<file path="config.mk">
export PLATFORM = sky130hd
export DESIGN_NAME = hazard_ctrl_flat
export DESIGN_NICKNAME = d
export VERILOG_FILES = /design/src/rtl/hazard_ctrl_pkg.sv /design/src/rtl/hazard_ctrl_if.sv /design/src/rtl/hazard_ctrl_cmp.sv /design/src/rtl/hazard_ctrl.sv /design/src/flat_wrapper.sv
export SDC_FILE = /design/constraint.sdc
export NUM_CORES = 1
export LEC_CHECK = 0
export ABC_AREA = 1
export CAP_MARGIN = 20
export CORE_AREA = 2 2 39 41
export DETAILED_ROUTE_END_ITERATION = 10
export DIE_AREA = 0 0 41 43
export PLACE_DENSITY_LB_ADDON = 0.15
export SLEW_MARGIN = 20
export SYNTH_ARGS = -nofsm -noshare
export SYNTH_HDL_FRONTEND = slang
export SYNTH_SLANG_ARGS = --single-unit
</file>
<file path="constraint.sdc">
create_clock -name clk -period 5.2 [get_ports clk]
set_clock_uncertainty 0.15 [all_clocks]
set_input_delay 1.56 -clock clk [delete_from_list [all_inputs] [get_ports clk]]
set_output_delay 1.56 -clock clk [all_outputs]
set_load 0.02 [all_outputs]
</file>
<file path="src/rtl/hazard_ctrl_pkg.sv">
// Shared pipeline definitions: register-number width, hazard FSM
// states and forwarding-select codes used by hazard and forwarding units.
package pipeline_pkg;

   localparam int REGNO_SEL = 4;

   typedef enum logic [1:0] {
      ST_RUN      = 2'd0,
      ST_FLUSH    = 2'd1,
      ST_MEM_WAIT = 2'd2
   } hz_state_e;

   typedef enum logic [1:0] {
      FWD_RF = 2'd0,
      FWD_M  = 2'd1,
      FWD_W  = 2'd2,
      FWD_WB = 2'd3
   } fwd_sel_e;

endpackage

</file>
<file path="src/rtl/hazard_ctrl_if.sv">
// Pipeline <-> hazard controller bundle.
// master = pipeline side, slave = hazard controller.
interface hazard_ctrl_if;
   import pipeline_pkg::*;

   logic [REGNO_SEL-1:0] src1_D;
   logic [REGNO_SEL-1:0] src2_D;
   logic                 src2_used_D;
   logic                 valid_D;
   logic [REGNO_SEL-1:0] dest_E;
   logic                 wrt_en_E;
   logic                 noop_E;
   logic                 mem_rd_E;
   logic                 br_taken_E;
   logic                 mem_req_M;
   logic                 mem_ack_M;
   logic                 stall_F;
   logic                 stall_D;
   logic                 bubble_E;
   logic                 flush_D;
   logic                 freeze;
   logic [1:0]           state_o;

   modport master (
      output src1_D, src2_D, src2_used_D, valid_D,
      output dest_E, wrt_en_E, noop_E, mem_rd_E, br_taken_E,
      output mem_req_M, mem_ack_M,
      input  stall_F, stall_D, bubble_E, flush_D, freeze, state_o
   );

   modport slave (
      input  src1_D, src2_D, src2_used_D, valid_D,
      input  dest_E, wrt_en_E, noop_E, mem_rd_E, br_taken_E,
      input  mem_req_M, mem_ack_M,
      output stall_F, stall_D, bubble_E, flush_D, freeze, state_o
   );

endinterface

</file>
<file path="src/rtl/hazard_ctrl_cmp.sv">
// hazard_cmp: D-vs-E register dependency compare and load-use detect.
// dep_hit is kept separate so multi-cycle ops can reuse it later.
module hazard_cmp
   import pipeline_pkg::*;
(
   input  logic [REGNO_SEL-1:0] src1_D,
   input  logic [REGNO_SEL-1:0] src2_D,
   input  logic                 src2_used_D,
   input  logic                 valid_D,
   input  logic [REGNO_SEL-1:0] dest_E,
   input  logic                 wrt_en_E,
   input  logic                 noop_E,
   input  logic                 mem_rd_E,
   output logic                 dep_hit,
   output logic                 load_use
);

   logic src_match;

   // a real E-stage writer whose dest feeds a real D-stage read
   always_comb begin
      src_match = (src1_D == dest_E) |
                  (src2_used_D & (src2_D == dest_E));
      dep_hit   = wrt_en_E & ~noop_E & valid_D & src_match;
      load_use  = dep_hit & mem_rd_E;
   end

endmodule

</file>
<file path="src/rtl/hazard_ctrl.sv">
// hazard_ctrl: stall / bubble / flush / freeze sequencing.
// HAZARD_PERF_EN adds saturating stall/flush/memwait counters.
module hazard_ctrl
   import pipeline_pkg::*;
#(
   parameter int FLUSH_CYCLES = 2,
   parameter int CNT_W        = 16
)(
   input  logic clk,
   input  logic reset_n,
   hazard_ctrl_if.slave hz
`ifdef HAZARD_PERF_EN
   ,
   output logic [CNT_W-1:0] stall_cnt,
   output logic [CNT_W-1:0] flush_cnt,
   output logic [CNT_W-1:0] memwait_cnt
`endif
);

   localparam int CW = (FLUSH_CYCLES > 1) ? $clog2(FLUSH_CYCLES) : 1;
   localparam logic [CW-1:0] CNT_INIT = CW'(FLUSH_CYCLES - 1);

   hz_state_e     state_q, state_d;
   logic [CW-1:0] cnt_q, cnt_d;

   logic dep_hit;
   logic load_use;
   logic mem_busy;
   logic stall_f, stall_d, bubble_e, flush_d, freeze;
   logic lu_bubble;

   hazard_cmp u_cmp (
      .src1_D      (hz.src1_D),
      .src2_D      (hz.src2_D),
      .src2_used_D (hz.src2_used_D),
      .valid_D     (hz.valid_D),
      .dest_E      (hz.dest_E),
      .wrt_en_E    (hz.wrt_en_E),
      .noop_E      (hz.noop_E),
      .mem_rd_E    (hz.mem_rd_E),
      .dep_hit     (dep_hit),
      .load_use    (load_use)
   );

   assign mem_busy = hz.mem_req_M & ~hz.mem_ack_M;

   // next state, flush counter and pipeline controls; all 0 in reset
   always_comb begin
      state_d   = state_q;
      cnt_d     = cnt_q;
      stall_f   = 1'b0;
      stall_d   = 1'b0;
      bubble_e  = 1'b0;
      flush_d   = 1'b0;
      freeze    = 1'b0;
      lu_bubble = 1'b0;
      if (reset_n) begin
         case (state_q)
            ST_RUN: begin
               if (mem_busy) begin
                  freeze  = 1'b1;
                  stall_f = 1'b1;
                  stall_d = 1'b1;
                  state_d = ST_MEM_WAIT;
               end else if (hz.br_taken_E) begin
                  flush_d  = 1'b1;
                  bubble_e = 1'b1;
                  if (FLUSH_CYCLES > 1) begin
                     state_d = ST_FLUSH;
                     cnt_d   = CNT_INIT;
                  end
               end else if (load_use) begin
                  stall_f   = 1'b1;
                  stall_d   = 1'b1;
                  bubble_e  = 1'b1;
                  lu_bubble = 1'b1;
               end
            end
            ST_FLUSH: begin
               flush_d = 1'b1;
               if (mem_busy) begin
                  freeze  = 1'b1;
                  stall_f = 1'b1;
                  stall_d = 1'b1;
               end else begin
                  cnt_d = cnt_q - 1'b1;
                  if (cnt_q == CW'(1)) state_d = ST_RUN;
               end
            end
            ST_MEM_WAIT: begin
               freeze  = ~hz.mem_ack_M;
               stall_f = ~hz.mem_ack_M;
               stall_d = ~hz.mem_ack_M;
               if (hz.mem_ack_M) state_d = ST_RUN;
            end
            default: state_d = ST_RUN;
         endcase
      end
   end

   // FSM state and flush countdown
   always_ff @(posedge clk or negedge reset_n) begin
      if (!reset_n) begin
         state_q <= ST_RUN;
         cnt_q   <= '0;
      end else begin
         state_q <= state_d;
         cnt_q   <= cnt_d;
      end
   end

   assign hz.stall_F  = stall_f;
   assign hz.stall_D  = stall_d;
   assign hz.bubble_E = bubble_e;
   assign hz.flush_D  = flush_d;
   assign hz.freeze   = freeze;
   assign hz.state_o  = reset_n ? state_q : 2'd0;

`ifdef HAZARD_PERF_EN
   logic [CNT_W-1:0] stall_cnt_q, stall_cnt_d;
   logic [CNT_W-1:0] flush_cnt_q, flush_cnt_d;
   logic [CNT_W-1:0] memwait_cnt_q, memwait_cnt_d;

   // saturating event counters
   always_comb begin
      stall_cnt_d   = stall_cnt_q;
      flush_cnt_d   = flush_cnt_q;
      memwait_cnt_d = memwait_cnt_q;
      if (lu_bubble && stall_cnt_q != '1)
         stall_cnt_d = stall_cnt_q + 1'b1;
      if (flush_d && flush_cnt_q != '1)
         flush_cnt_d = flush_cnt_q + 1'b1;
      if (freeze && memwait_cnt_q != '1)
         memwait_cnt_d = memwait_cnt_q + 1'b1;
   end

   // counter registers
   always_ff @(posedge clk or negedge reset_n) begin
      if (!reset_n) begin
         stall_cnt_q   <= '0;
         flush_cnt_q   <= '0;
         memwait_cnt_q <= '0;
      end else begin
         stall_cnt_q   <= stall_cnt_d;
         flush_cnt_q   <= flush_cnt_d;
         memwait_cnt_q <= memwait_cnt_d;
      end
   end

   assign stall_cnt   = stall_cnt_q;
   assign flush_cnt   = flush_cnt_q;
   assign memwait_cnt = memwait_cnt_q;
`endif

   logic unused_ok;
   assign unused_ok = dep_hit;

endmodule

</file>
<file path="src/flat_wrapper.sv">
// flat-port wrapper written by rule: the top's interface ports become plain ports
module hazard_ctrl_flat import pipeline_pkg::*;
#(
   parameter int FLUSH_CYCLES = 2,
   parameter int CNT_W        = 16
)
  (clk, reset_n, hz_src1_D, hz_src2_D, hz_src2_used_D, hz_valid_D, hz_dest_E, hz_wrt_en_E, hz_noop_E, hz_mem_rd_E, hz_br_taken_E, hz_mem_req_M, hz_mem_ack_M, hz_stall_F, hz_stall_D, hz_bubble_E, hz_flush_D, hz_freeze, hz_state_o);
  hazard_ctrl_if hz_i ();
  input  logic clk;
  input  logic reset_n;
  input wire logic [$bits(hz_i.src1_D)-1:0] hz_src1_D;
  input wire logic [$bits(hz_i.src2_D)-1:0] hz_src2_D;
  input wire logic [$bits(hz_i.src2_used_D)-1:0] hz_src2_used_D;
  input wire logic [$bits(hz_i.valid_D)-1:0] hz_valid_D;
  input wire logic [$bits(hz_i.dest_E)-1:0] hz_dest_E;
  input wire logic [$bits(hz_i.wrt_en_E)-1:0] hz_wrt_en_E;
  input wire logic [$bits(hz_i.noop_E)-1:0] hz_noop_E;
  input wire logic [$bits(hz_i.mem_rd_E)-1:0] hz_mem_rd_E;
  input wire logic [$bits(hz_i.br_taken_E)-1:0] hz_br_taken_E;
  input wire logic [$bits(hz_i.mem_req_M)-1:0] hz_mem_req_M;
  input wire logic [$bits(hz_i.mem_ack_M)-1:0] hz_mem_ack_M;
  output wire logic [$bits(hz_i.stall_F)-1:0] hz_stall_F;
  output wire logic [$bits(hz_i.stall_D)-1:0] hz_stall_D;
  output wire logic [$bits(hz_i.bubble_E)-1:0] hz_bubble_E;
  output wire logic [$bits(hz_i.flush_D)-1:0] hz_flush_D;
  output wire logic [$bits(hz_i.freeze)-1:0] hz_freeze;
  output wire logic [$bits(hz_i.state_o)-1:0] hz_state_o;
  assign hz_i.src1_D = hz_src1_D;
  assign hz_i.src2_D = hz_src2_D;
  assign hz_i.src2_used_D = hz_src2_used_D;
  assign hz_i.valid_D = hz_valid_D;
  assign hz_i.dest_E = hz_dest_E;
  assign hz_i.wrt_en_E = hz_wrt_en_E;
  assign hz_i.noop_E = hz_noop_E;
  assign hz_i.mem_rd_E = hz_mem_rd_E;
  assign hz_i.br_taken_E = hz_br_taken_E;
  assign hz_i.mem_req_M = hz_mem_req_M;
  assign hz_i.mem_ack_M = hz_mem_ack_M;
  assign hz_stall_F = hz_i.stall_F;
  assign hz_stall_D = hz_i.stall_D;
  assign hz_bubble_E = hz_i.bubble_E;
  assign hz_flush_D = hz_i.flush_D;
  assign hz_freeze = hz_i.freeze;
  assign hz_state_o = hz_i.state_o;
  hazard_ctrl #(.FLUSH_CYCLES(FLUSH_CYCLES), .CNT_W(CNT_W)) u_core (.clk(clk), .reset_n(reset_n), .hz(hz_i));
endmodule
</file>
==> summary.md <==
| Metric | Value |
|---|---|
| Status | completed |
| First-pass GRT wire length | 1.75 mm |
| Clk pin slew, worst setup/hold paths | 40 ps |
| DR iter-0 viols | 13 |
| # port buffers | 28 |
| Placed instance area | 734 um2 |
| Antenna violations before repair | 0 |
| Post-route cell area | 761 um2 |
| Worst hold slack | 377 ps |
| Wire per inst | 8.71 um |
| Critical path capture point type | primary output |
| CP top delay family | buffers and inverters |
| Number of global-route vias before repair | 510 |
| Crit path cell chain | clkdlybuf4s50_1, inv_1, nand2_1, nand2_1, nor2_1, nand2_1, nand2_1, nand3_1, a21oi_1, clkdlybuf4s50_1 |
| Warnings from Yosys | 0 |
| Largest net degree at the start of global routing | 9 |
| Combinational share of power | 0.582 |
| Remaining global-route overflow | 0 |
| Fin nets | 136 |
| Vias per cell | 4.46 |
| Largest cells by area after synthesis | nand2_1 19%, dfrtp_1 17%, inv_1 14% |
| Peak VDD IR | 150 uV |
| Path depth of the worst reg2reg path | 7 |
| Vias | 575 |
| Post-synth top area cell | nand2_1 |
| Slew margin rel. | 0.812 |
| Number of placed I/O pins | 29 |
| Worst stage delay on the critical path | 630 ps |
| Post-CTS setup buffers | 0 |
| Routed Wire Length | 1.12 mm |
| Drt drc | 0 |
| Buf+Inv Stages, Crit Path | 3 |
| CORE AREA | 0.00138 mm2 |
| Most frequent CP cell | nand2_1 |
| Worst path slowest cell | clkdlybuf4s50_1 |
| HPWL after DPL | 920 um |
| Die width | 41 um |
| CTS tree | built |
| Fin crit share | 0.969 |
| GR Util All Layers | 0.140 |
| Cell Area, Synth | 445 um2 |
| Number of buffers on the longest clock path | 2 |
| Syn Area/Cell | 5.43 um2 |
| Row cnt | 14 |
| Switching portion of total power | 0.438 |
| Hold-fix buffers, CTS | 0 |
| Die area | 0.00176 mm2 |
| P_int | 0.122 mW |
| Crit Path Class | in -> out |
| Fin. Hold Viols | 0 |
| Critical Path Fanout Max | 3 |
| Antenna cells | 0 |
| Setup crit start kind | primary input |
| Die Ht | 43 um |
| Power density over the cells | 284 mW/mm2 |
| Crit. path cell count | 10 |
| Setup_tns | 0 ps |
| Placer congestion estimate | 0.737 |
| Clock power share | 0.202 |
| Mapped Cells | 82 |
| Worst-Margin Slew | 282 ps |
| Layout cells sized above 1 | 0.124 |
| Endpoints failing setup | 0 |
| Final core utilization | 0.550 |
| Commonest non-fill, non-tap cell in the layout | clkdlybuf4s50_1 |
| F_max | 198 MHz |
| Commonest cells after routing, fill and taps aside | 28 x clkdlybuf4s50_1, 23 x nand2_1, 17 x inv_1, 9 x nor2_1, 6 x nand3_1 |
| Min-delay worst type | reg -> reg |
| Net Sw Power | 0.0948 mW |
| Area growth from synthesis to layout | 70.8% |
| Flop pwr share | 0.216 |
| Post-synthesis sequential area ratio | 0.169 |
| Yosys reg bits | 3 |
| Netlist cell types | 18 |
| CP arrival | 3330 ps |
| Initial cell density of the core | 0.322 |
| Hold depth | 2 |
| RSZ-0062 raised after global routing | no |
| H-tree levels | 1 |
| Clock latency on the worst-skew pair | 240 ps |
| Final min period | 5040 ps |
| Share of the synthesized area in the top cell type | 0.194 |
| P_leak | 0.400 nW |
| Initial DRT Pass Iterations | 4 |
| Slew Limit Fails | 0 |
| Num CTS Buffers | 3 |
| Post-CTS Resized | 0 |
| CP Data Required Time | 3490 ps |
| Clock tree sinks | 3 |
| Root Buffer | clkbuf_4 |
| Max-Cap Viols | 0 |
| Post-route ant nets | 0 |
| Synthesized Nets | 104 |
==> registers in the layout, summed over array words and instances (netlist names) <==
| register | cells |
|---|---|
| u_core.state_q | 2 |
| u_core.cnt_q | 1 |
==> worst min-delay path, stage by stage (launching register included) <==
cell and delay [ps]:
dfrtp_1 310, inv_1 60, a21oi_1 110
==> metal layers <==
| metal | vias up | global-route usage | part of all wire |
|---|---|---|---|
| met3 | 2 | 0.00524 | 0.073 |
| met4 | 0 | 0.0800 | 0.017 |
| met2 | 20 | 0.269 | 0.53 |
| met1 | 246 | 0.130 | 0.38 |
| li1 | 307 | - | - |
| met5 | - | 0 | 0 |
==> synth_stat cells (all sizes together) <==
cell type	instances
nand2	26
inv	20
nor2	11
nand3	6
a21oi	5
o21ai	4
dfrtp	3
buf	2
nor3	2
xor2	2
nand4	1
==> final timing paths <==
| check | slack, ps | from | end |
|---|---|---|---|
| setup / recovery | 160 | hz_dest_E[3] | hz_stall_D |
| hold / removal | 380 | u_core.cnt_q$_DFFE_PN0P_ | u_core.cnt_q$_DFFE_PN0P_ |
| setup reg to reg | 3880 | u_core.state_q[1]$_DFFE_PN0P_ | u_core.state_q[0]$_DFFE_PN0P_ |
| hold reg to reg | 380 | u_core.cnt_q$_DFFE_PN0P_ | u_core.cnt_q$_DFFE_PN0P_ |
| max in group asynchronous | 3310 | reset_n | u_core.state_q[0]$_DFFE_PN0P_ |
| min in group asynchronous | 1470 | reset_n | u_core.cnt_q$_DFFE_PN0P_ |
==> cell type report <==
type / count / area [um2]
timing repair buffer: 29 / 288
inverter: 20 / 75.1
sequential: 3 / 75.1
tap: 16 / 20.0
multi-input combinational: 57 / 277
clock buffer: 4 / 26.3
fill: 151 / 623
==> power groups by stage <==
stage                     combinational (mW)  clock [mW]  sequential [mW]
after floorplan                       0.0889           0           0.0404
after global routing                   0.140      0.0464           0.0484
after global placement                 0.124           0           0.0467
after CTS                              0.126      0.0440           0.0469
after detailed placement               0.126           0           0.0470
final                                  0.126      0.0437           0.0468
==> stage by stage <==
stage	power [mW]	instances	setup slack [ps]
3_5_place_dp	0.173	125	134
3_3_place_gp	0.171	125	140
2_1_floorplan	0.129	82	914
5_1_grt	0.235	129	1.68
4_1_cts	0.217	129	123
6_report	0.216	129	161
==> cells by family (layout without fill, tap and decap cells) <==
family	Yosys count	count (layout)	share of synthesized area
XOR/XNOR	2	2	0.0393
flip-flops	3	3	0.169
buffers and inverters	22	53	0.211
AO/OA/AOI/OAI	9	9	0.101
AND/OR/NAND/NOR	46	46	0.480
(Power assumes the default switching activity.)
